==> config.mk <==
export PLATFORM = sky130hd
export DESIGN_NAME = mmio_uart_ctrl
export DESIGN_NICKNAME = d
export VERILOG_FILES = /design/src/rtl/mmio_uart_ctrl_pkg.sv /design/src/rtl/mmio_uart_ctrl_io_fifo.sv /design/src/rtl/mmio_uart_ctrl.sv
export SDC_FILE = /design/constraint.sdc
export NUM_CORES = 1
export LEC_CHECK = 0
export BUFFER_PORTS_ARGS = -buffer_cell sky130_fd_sc_hd__buf_4
export CAP_MARGIN = 5
export CORE_AREA = 2 2 119 121
export CTS_BUF_LIST = sky130_fd_sc_hd__clkbuf_8
export CTS_CLUSTER_SIZE = 12
export DETAILED_ROUTE_END_ITERATION = 12
export DIE_AREA = 0 0 121 123
export PLACE_DENSITY = 0.91
export SYNTH_ARGS = -nofsm -noshare
export SYNTH_HDL_FRONTEND = slang
export SYNTH_SLANG_ARGS = --single-unit
==> constraint.sdc <==
create_clock -name clk -period 5.28 [get_ports clk]
set_input_delay 1.584 -clock clk [delete_from_list [all_inputs] [get_ports clk]]
set_output_delay 1.584 -clock clk [all_outputs]
set_load 0.1 [all_outputs]
==> src/rtl/mmio_uart_ctrl_pkg.sv <==
// mmio_pkg: shared constants for the MMIO UART/counter slave.
//   MMIO_REGION  - io_addr[31:28] value claimed by this slave
//   mmio_off_e   - io_addr[7:0] register offsets
//   CTRL_*       - bit positions in the control/status register
package mmio_pkg;

  localparam logic [3:0] MMIO_REGION = 4'h8;

  typedef enum logic [7:0] {
    OFF_CTRL = 8'h00,
    OFF_RX   = 8'h04,
    OFF_TX   = 8'h08,
    OFF_CYC  = 8'h10,
    OFF_INST = 8'h14,
    OFF_CRST = 8'h18
  } mmio_off_e;

  localparam int unsigned CTRL_TX_READY    = 0;
  localparam int unsigned CTRL_RX_NONEMPTY = 1;
  localparam int unsigned CTRL_TX_DROP     = 2;

endpackage

==> src/rtl/mmio_uart_ctrl_io_fifo.sv <==
// io_fifo: synchronous FIFO, DEPTH a power of two >= 2.
//   clk, rst  - clock, synchronous active-high reset (empties FIFO)
//   push, din - write request/data; ignored when full
//   pop       - read request; ignored when empty
//   dout      - combinational head entry
//   full      - occupancy == DEPTH
//   empty     - occupancy == 0
module io_fifo #(
  parameter int unsigned WIDTH = 8,
  parameter int unsigned DEPTH = 8
) (
  input  logic             clk,
  input  logic             rst,
  input  logic             push,
  input  logic             pop,
  input  logic [WIDTH-1:0] din,
  output logic [WIDTH-1:0] dout,
  output logic             full,
  output logic             empty
);

  localparam int unsigned AW = $clog2(DEPTH);

  logic [WIDTH-1:0] mem_q [DEPTH];
  logic [WIDTH-1:0] mem_d [DEPTH];
  logic [AW-1:0]    wptr_q, wptr_d;
  logic [AW-1:0]    rptr_q, rptr_d;
  logic [AW:0]      cnt_q, cnt_d;
  logic             do_push, do_pop;

  assign full    = (cnt_q == (AW+1)'(DEPTH));
  assign empty   = (cnt_q == '0);
  assign dout    = mem_q[rptr_q];
  // Gating on pre-edge flags: a push into an empty FIFO is not poppable
  // until the following cycle.
  assign do_push = push && !full;
  assign do_pop  = pop && !empty;

  always_comb begin
    mem_d  = mem_q;
    wptr_d = wptr_q;
    rptr_d = rptr_q;
    cnt_d  = cnt_q;
    if (do_push) begin
      mem_d[wptr_q] = din;
      wptr_d        = wptr_q + 1'b1;
    end
    if (do_pop) begin
      rptr_d = rptr_q + 1'b1;
    end
    case ({do_push, do_pop})
      2'b10:   cnt_d = cnt_q + 1'b1;
      2'b01:   cnt_d = cnt_q - 1'b1;
      default: cnt_d = cnt_q;
    endcase
  end

  always_ff @(posedge clk) begin
    if (rst) begin
      mem_q  <= '{default: '0};
      wptr_q <= '0;
      rptr_q <= '0;
      cnt_q  <= '0;
    end else begin
      mem_q  <= mem_d;
      wptr_q <= wptr_d;
      rptr_q <= rptr_d;
      cnt_q  <= cnt_d;
    end
  end

endmodule

==> src/rtl/mmio_uart_ctrl.sv <==
// mmio_uart_ctrl: MMIO slave for io_addr[31:28] == 4'h8.
//   UART RX FIFO, UART TX holding register (or TX FIFO when the macro
//   MMIO_TX_FIFO_EN is defined), cycle and retired-instruction counters.
//   Read data is registered: io_rdata updates on the edge that samples
//   io_re and holds until the next accepted read.
// Ports:
//   clk, rst                 - clock, synchronous active-high reset
//   io_addr/io_wdata/io_we   - store address/data/byte mask
//   io_re                    - load strobe
//   inst_retire              - retired-instruction pulse
//   io_rdata                 - registered load data
//   uart_rx_data_out*        - RX byte stream in (valid/ready)
//   uart_tx_data_in*         - TX byte stream out (valid/ready)
module mmio_uart_ctrl
  import mmio_pkg::*;
#(
  parameter int unsigned RX_DEPTH = 8,
  parameter int unsigned TX_DEPTH = 8
) (
  input  logic        clk,
  input  logic        rst,
  input  logic [31:0] io_addr,
  input  logic [31:0] io_wdata,
  input  logic [3:0]  io_we,
  input  logic        io_re,
  input  logic        inst_retire,
  output logic [31:0] io_rdata,
  input  logic [7:0]  uart_rx_data_out,
  input  logic        uart_rx_data_out_valid,
  output logic        uart_rx_data_out_ready,
  output logic [7:0]  uart_tx_data_in,
  output logic        uart_tx_data_in_valid,
  input  logic        uart_tx_data_in_ready
);

  logic        sel;
  logic [7:0]  off;
  logic        rd_en, wr_en;
  logic        ctrl_rd, rx_rd, tx_wr, crst_wr;
  logic        rx_full, rx_empty;
  logic [7:0]  rx_dout;
  logic        tx_ready;
  logic        tx_drop_q, tx_drop_d;
  logic [31:0] rdata_q, rdata_d;
  logic [31:0] cyc_cnt_q, cyc_cnt_d;
  logic [31:0] inst_cnt_q, inst_cnt_d;
  logic        unused_bits;

  assign sel     = (io_addr[31:28] == MMIO_REGION);
  assign off     = io_addr[7:0];
  assign rd_en   = sel && io_re;
  assign wr_en   = sel && (|io_we);
  assign ctrl_rd = rd_en && (off == OFF_CTRL);
  assign rx_rd   = rd_en && (off == OFF_RX);
  assign tx_wr   = wr_en && (off == OFF_TX);
  assign crst_wr = wr_en && (off == OFF_CRST);

  assign unused_bits = ^{io_addr[27:8], io_wdata[31:8]};

  // RX path
  assign uart_rx_data_out_ready = !rx_full;

  io_fifo #(
    .WIDTH (8),
    .DEPTH (RX_DEPTH)
  ) u_rx_fifo (
    .clk   (clk),
    .rst   (rst),
    .push  (uart_rx_data_out_valid && !rx_full),
    .pop   (rx_rd && !rx_empty),
    .din   (uart_rx_data_out),
    .dout  (rx_dout),
    .full  (rx_full),
    .empty (rx_empty)
  );

  // TX path
`ifdef MMIO_TX_FIFO_EN
  logic tx_full, tx_empty;

  assign tx_ready              = !tx_full;
  assign uart_tx_data_in_valid = !tx_empty;

  io_fifo #(
    .WIDTH (8),
    .DEPTH (TX_DEPTH)
  ) u_tx_fifo (
    .clk   (clk),
    .rst   (rst),
    .push  (tx_wr),
    .pop   (uart_tx_data_in_ready && !tx_empty),
    .din   (io_wdata[7:0]),
    .dout  (uart_tx_data_in),
    .full  (tx_full),
    .empty (tx_empty)
  );
`else
  logic       tx_valid_q, tx_valid_d;
  logic [7:0] tx_data_q, tx_data_d;
  logic       unused_tx_depth;

  assign unused_tx_depth       = (TX_DEPTH != 0);
  assign tx_ready              = !tx_valid_q;
  assign uart_tx_data_in_valid = tx_valid_q;
  assign uart_tx_data_in       = tx_data_q;

  // tx_ready is the pre-edge view, so a write arriving in the handshake
  // cycle is dropped rather than loaded.
  always_comb begin
    tx_valid_d = tx_valid_q;
    tx_data_d  = tx_data_q;
    if (tx_valid_q && uart_tx_data_in_ready) begin
      tx_valid_d = 1'b0;
    end
    if (tx_wr && tx_ready) begin
      tx_valid_d = 1'b1;
      tx_data_d  = io_wdata[7:0];
    end
  end

  always_ff @(posedge clk) begin
    if (rst) begin
      tx_valid_q <= 1'b0;
      tx_data_q  <= '0;
    end else begin
      tx_valid_q <= tx_valid_d;
      tx_data_q  <= tx_data_d;
    end
  end
`endif

  // Sticky drop flag: a drop in the same cycle as a control read wins
  // over the read-clear.
  always_comb begin
    tx_drop_d = tx_drop_q;
    if (ctrl_rd) begin
      tx_drop_d = 1'b0;
    end
    if (tx_wr && !tx_ready) begin
      tx_drop_d = 1'b1;
    end
  end

  always_comb begin
    cyc_cnt_d  = cyc_cnt_q + 32'd1;
    inst_cnt_d = inst_cnt_q + {31'b0, inst_retire};
    if (crst_wr) begin
      cyc_cnt_d  = '0;
      inst_cnt_d = '0;
    end
  end

  always_comb begin
    rdata_d = rdata_q;
    if (rd_en) begin
      rdata_d = '0;
      case (off)
        OFF_CTRL: begin
          rdata_d[CTRL_TX_READY]    = tx_ready;
          rdata_d[CTRL_RX_NONEMPTY] = !rx_empty;
          rdata_d[CTRL_TX_DROP]     = tx_drop_q;
        end
        OFF_RX: begin
          if (!rx_empty) begin
            rdata_d[7:0] = rx_dout;
          end
        end
        OFF_CYC:  rdata_d = cyc_cnt_q;
        OFF_INST: rdata_d = inst_cnt_q;
        default:  rdata_d = '0;
      endcase
    end
  end

  always_ff @(posedge clk) begin
    if (rst) begin
      tx_drop_q  <= 1'b0;
      rdata_q    <= '0;
      cyc_cnt_q  <= '0;
      inst_cnt_q <= '0;
    end else begin
      tx_drop_q  <= tx_drop_d;
      rdata_q    <= rdata_d;
      cyc_cnt_q  <= cyc_cnt_d;
      inst_cnt_q <= inst_cnt_d;
    end
  end

  assign io_rdata = rdata_q;

endmodule
==> flow_summary.yaml <==
clock_network:
  cts.sinks: 180
  cts_hold_buffers: 0
  postCtsSetupBuffers: 0
  ctsLongestPathBuffers: 2
  cts_tree: "yes"
  cts_made_buffers: 17
  cts_resized: 0
  clk_transition_reported_paths_ps: 90
  clkLatencyLatePin_ps: 480
  cts_root_buf: "clkbuf_8"
  htreeDepth: 4
sta:
  tightest_slew_ps: 944
  skew_ps: 12.4
  worst_slack_ps: 1570
  clock.fmax_mhz: 269
  setup-tns-final_ps: 0
  slew_violations: 0
  hold_viol_final: 0
  rsz0062_at_grt: "false"
  relSlewSlack_pct: 37.1
  setup_violations: 0
  fin_crit_sh_pct: 70.3
  fin_crit_ps: 3710
cells_and_area:
  finalNetCount: 1024
  syn2layout_area_growth_pct: 12.2
  layout_common_cells: "dfxtp_1 (180), nor2_1 (133), buf_4 (86)"
  finalInstanceArea_um2: 9410
  multi_input_area_um2: 4470
  seq_area_um2: 3600
  post-route-util_pct: 69.2
  fillCellCount: 1019
  final_common_cell: "dfxtp_1"
  num_antenna_cells: 0
  drive_above_1_share_pct: 18.5
drt:
  drt-total-wl_mm: 19.0
  drcViolationCount: 0
  avgRoutedWirePerCell_um: 16.8
  drt_iter0_markers: 581
  via_per_inst: 6.14
  postRouteAntennaNets: 0
  vias: 6915
  drtPass1Iterations: 5
power:
  vdd_ir_drop_max_uv: 280
  p_leak_nw: 3.76
  powerDensity_nw_per_um2: 269
  power_w: 0.00253
hold_path:
  hp-class: "reg2reg"
  worstHoldStart: "tx_drop_q$_SDFFE_PP0P_"
placement:
  placement.cell_area_um2: 8990
  place_hpwl_mm: 12.5
  port_buffers: 79
  gp_congestion: 0.840
  dp_slack_ps: 1080
floorplan:
  die_h_um: 123
  io_pins: 124
  core_um2: 13600
  die_width_um: 121
  initial_core_util_pct: 61.7
  dieArea_um2: 14900
  rows: 43
logic_synthesis:
  syn-cell-area_um2: 8390
  seq_area_frac_synth_pct: 42.9
  syn_avg_cell_area_um2: 9.37
  async_reset_ff_share_pct: 0
  yosys_warnings: 0
  ys_ff_latch: 180
  synth-edff-count: 0
  synth.distinct_cells: 46
  ys.flop_type: "dfxtp_1"
  netlist_instances: 896
  synthesis.nets: 986
critical_path:
  worstPathRequired_ps: 5680
  crit_slowest_cell: "nor4b_1"
  critPathArrivalTime_ps: 4120
  crit_end: "u_rx_fifo.cnt_q[2]$_SDFFE_PP0P_"
  cp_slowest_stage_delay_ps: 710
  rrSetupSlack_ps: 2600
  startpoint_type: "input pin"
  crit_type: "in2reg"
  r2r-end: "u_rx_fifo.cnt_q[2]$_SDFFE_PP0P_"
  cp.depth: 11
  r2r_cells: 9
  path_max_fanout: 6
  cp-startpoint: "io_addr[29]"
  critPathTopFamily: "simple AND/OR/NAND/NOR gates"
  worstSetupEndpointType: "flip-flop"
  path_cells: "buf_4 -> nor4b_1 -> nand2_1 -> nor2_1 -> ha_1 -> xor2_1 -> ha_1 -> a21oi_1 -> xor2_1 -> or3_1 -> a21oi_1"
  crit_buf_inv: 1
  reg2reg_from: "u_rx_fifo.cnt_q[0]$_SDFFE_PP0P_"
global_route:
  grtUsageTotal_pct: 26.4
  grt_max_degree: 84
  grt_pass1_wl_mm: 31.4
  grt_pass1_vias: 6588
  grt_antenna_before_repair: 0
  grt.overflow.total: 0
status:
  run_status: "complete, no violations"
run:
  drv_cap: 0
==> worst min path at each step <==
| stage | cells after the start | to |
|---|---|---|
| after floorplan | 2 | tx_drop_q$_SDFFE_PP0P_ |
| final | 2 | tx_drop_q$_SDFFE_PP0P_ |
| after CTS | 2 | tx_drop_q$_SDFFE_PP0P_ |
| after global placement | 2 | tx_drop_q$_SDFFE_PP0P_ |
| after global routing | 2 | uart_tx_data_in[6]$_SDFFE_PP0P_ |
| after detailed placement | 2 | tx_drop_q$_SDFFE_PP0P_ |
==> worst register-to-register path, stage by stage, from the launching register on <==
cell,delay [ps]
dfxtp_1,380
or4b_1,750
nand2_1,250
ha_1,280
xor2_1,170
ha_1,160
a21oi_1,40
xor2_1,150
or3_1,300
a21oi_1,130
==> through the flow <==
step,hold WS [ps],instances
5_1_grt,506,1127
3_3_place_gp,448,1095
4_1_cts,476,1127
6_report,475,1127
2_1_floorplan,438,896
3_5_place_dp,465,1095
==> synthesized netlist by cell type, drive strengths merged (9+ instances only) <==
| cell type | count | area (um2) |
|---|---|---|
| or3 | 13 | 81.3 |
| nor3 | 17 | 85.1 |
| nand3 | 36 | 180 |
| xnor2 | 14 | 123 |
| nand2 | 26 | 97.6 |
| mux2i | 80 | 801 |
| a21oi | 47 | 235 |
| nor4 | 12 | 75.1 |
| buf | 13 | 67.6 |
| o31ai | 23 | 173 |
| and4 | 10 | 87.6 |
| mux4 | 15 | 338 |
| xor2 | 13 | 114 |
| clkbuf | 54 | 203 |
| o21ai | 23 | 115 |
| inv | 12 | 45.0 |
| a211oi | 9 | 67.6 |
| mux2 | 32 | 360 |
| nor2 | 133 | 499 |
| a22oi | 24 | 180 |
| nand4 | 23 | 159 |
| dfxtp | 180 | 3600 |
| or4 | 28 | 214 |
==> cell families (layout without fill, tap and decap cells) <==
kind of cell               Yosys count  count (layout)  synth area share (%)
and+or+nand+nor                    341             341                  21.5
DFF                                180             180                  42.9
AOI/OAI and AO/OA                  133             133                  9.90
muxes                              127             127                  17.9
buffers and inverters               80             131                  3.80
xor gates and xnor gates            27              27                  2.82
adders and majority gates            8               8                  1.19
==> per-layer routing <==
metal	global-route usage (%)	part of all wire (%)	vias to the layer above
li1	-	-	3352
met1	31.8	42	3327
met2	47.2	52	197
met3	4.84	4.7	39
met4	9.67	1.9	0
met5	0	0	-
==> state kept, by name (all words and copies together) (netlist names) <==
| name | cells |
|---|---|
| tx_drop_q | 1 |
| uart_tx_data_in | 8 |
| uart_tx_data_in_valid | 1 |
| u_rx_fifo.wptr_q | 3 |
| inst_cnt_q | 32 |
| u_rx_fifo.mem_q | 64 |
| u_rx_fifo.rptr_q | 3 |
| cyc_cnt_q | 32 |
| u_rx_fifo.cnt_q | 4 |
| io_rdata | 32 |
==> final cells by class <==
cell class | count | area share [%]
multi-input cells | 636 | 47.5
flip-flops and latches | 180 | 38.3
repair buffers | 86 | 6.86
clock buffers | 19 | 2.78
well taps | 180 | 2.39
clock inverters | 13 | 1.67
inverters | 13 | 0.518
==> power by group <==
part           switching (W)  internal, W
combinational      0.0000915    0.0000653
clock               0.000495     0.000491
sequential         0.0000159      0.00137
total               0.000602      0.00193
(Power assumes the default switching activity.)
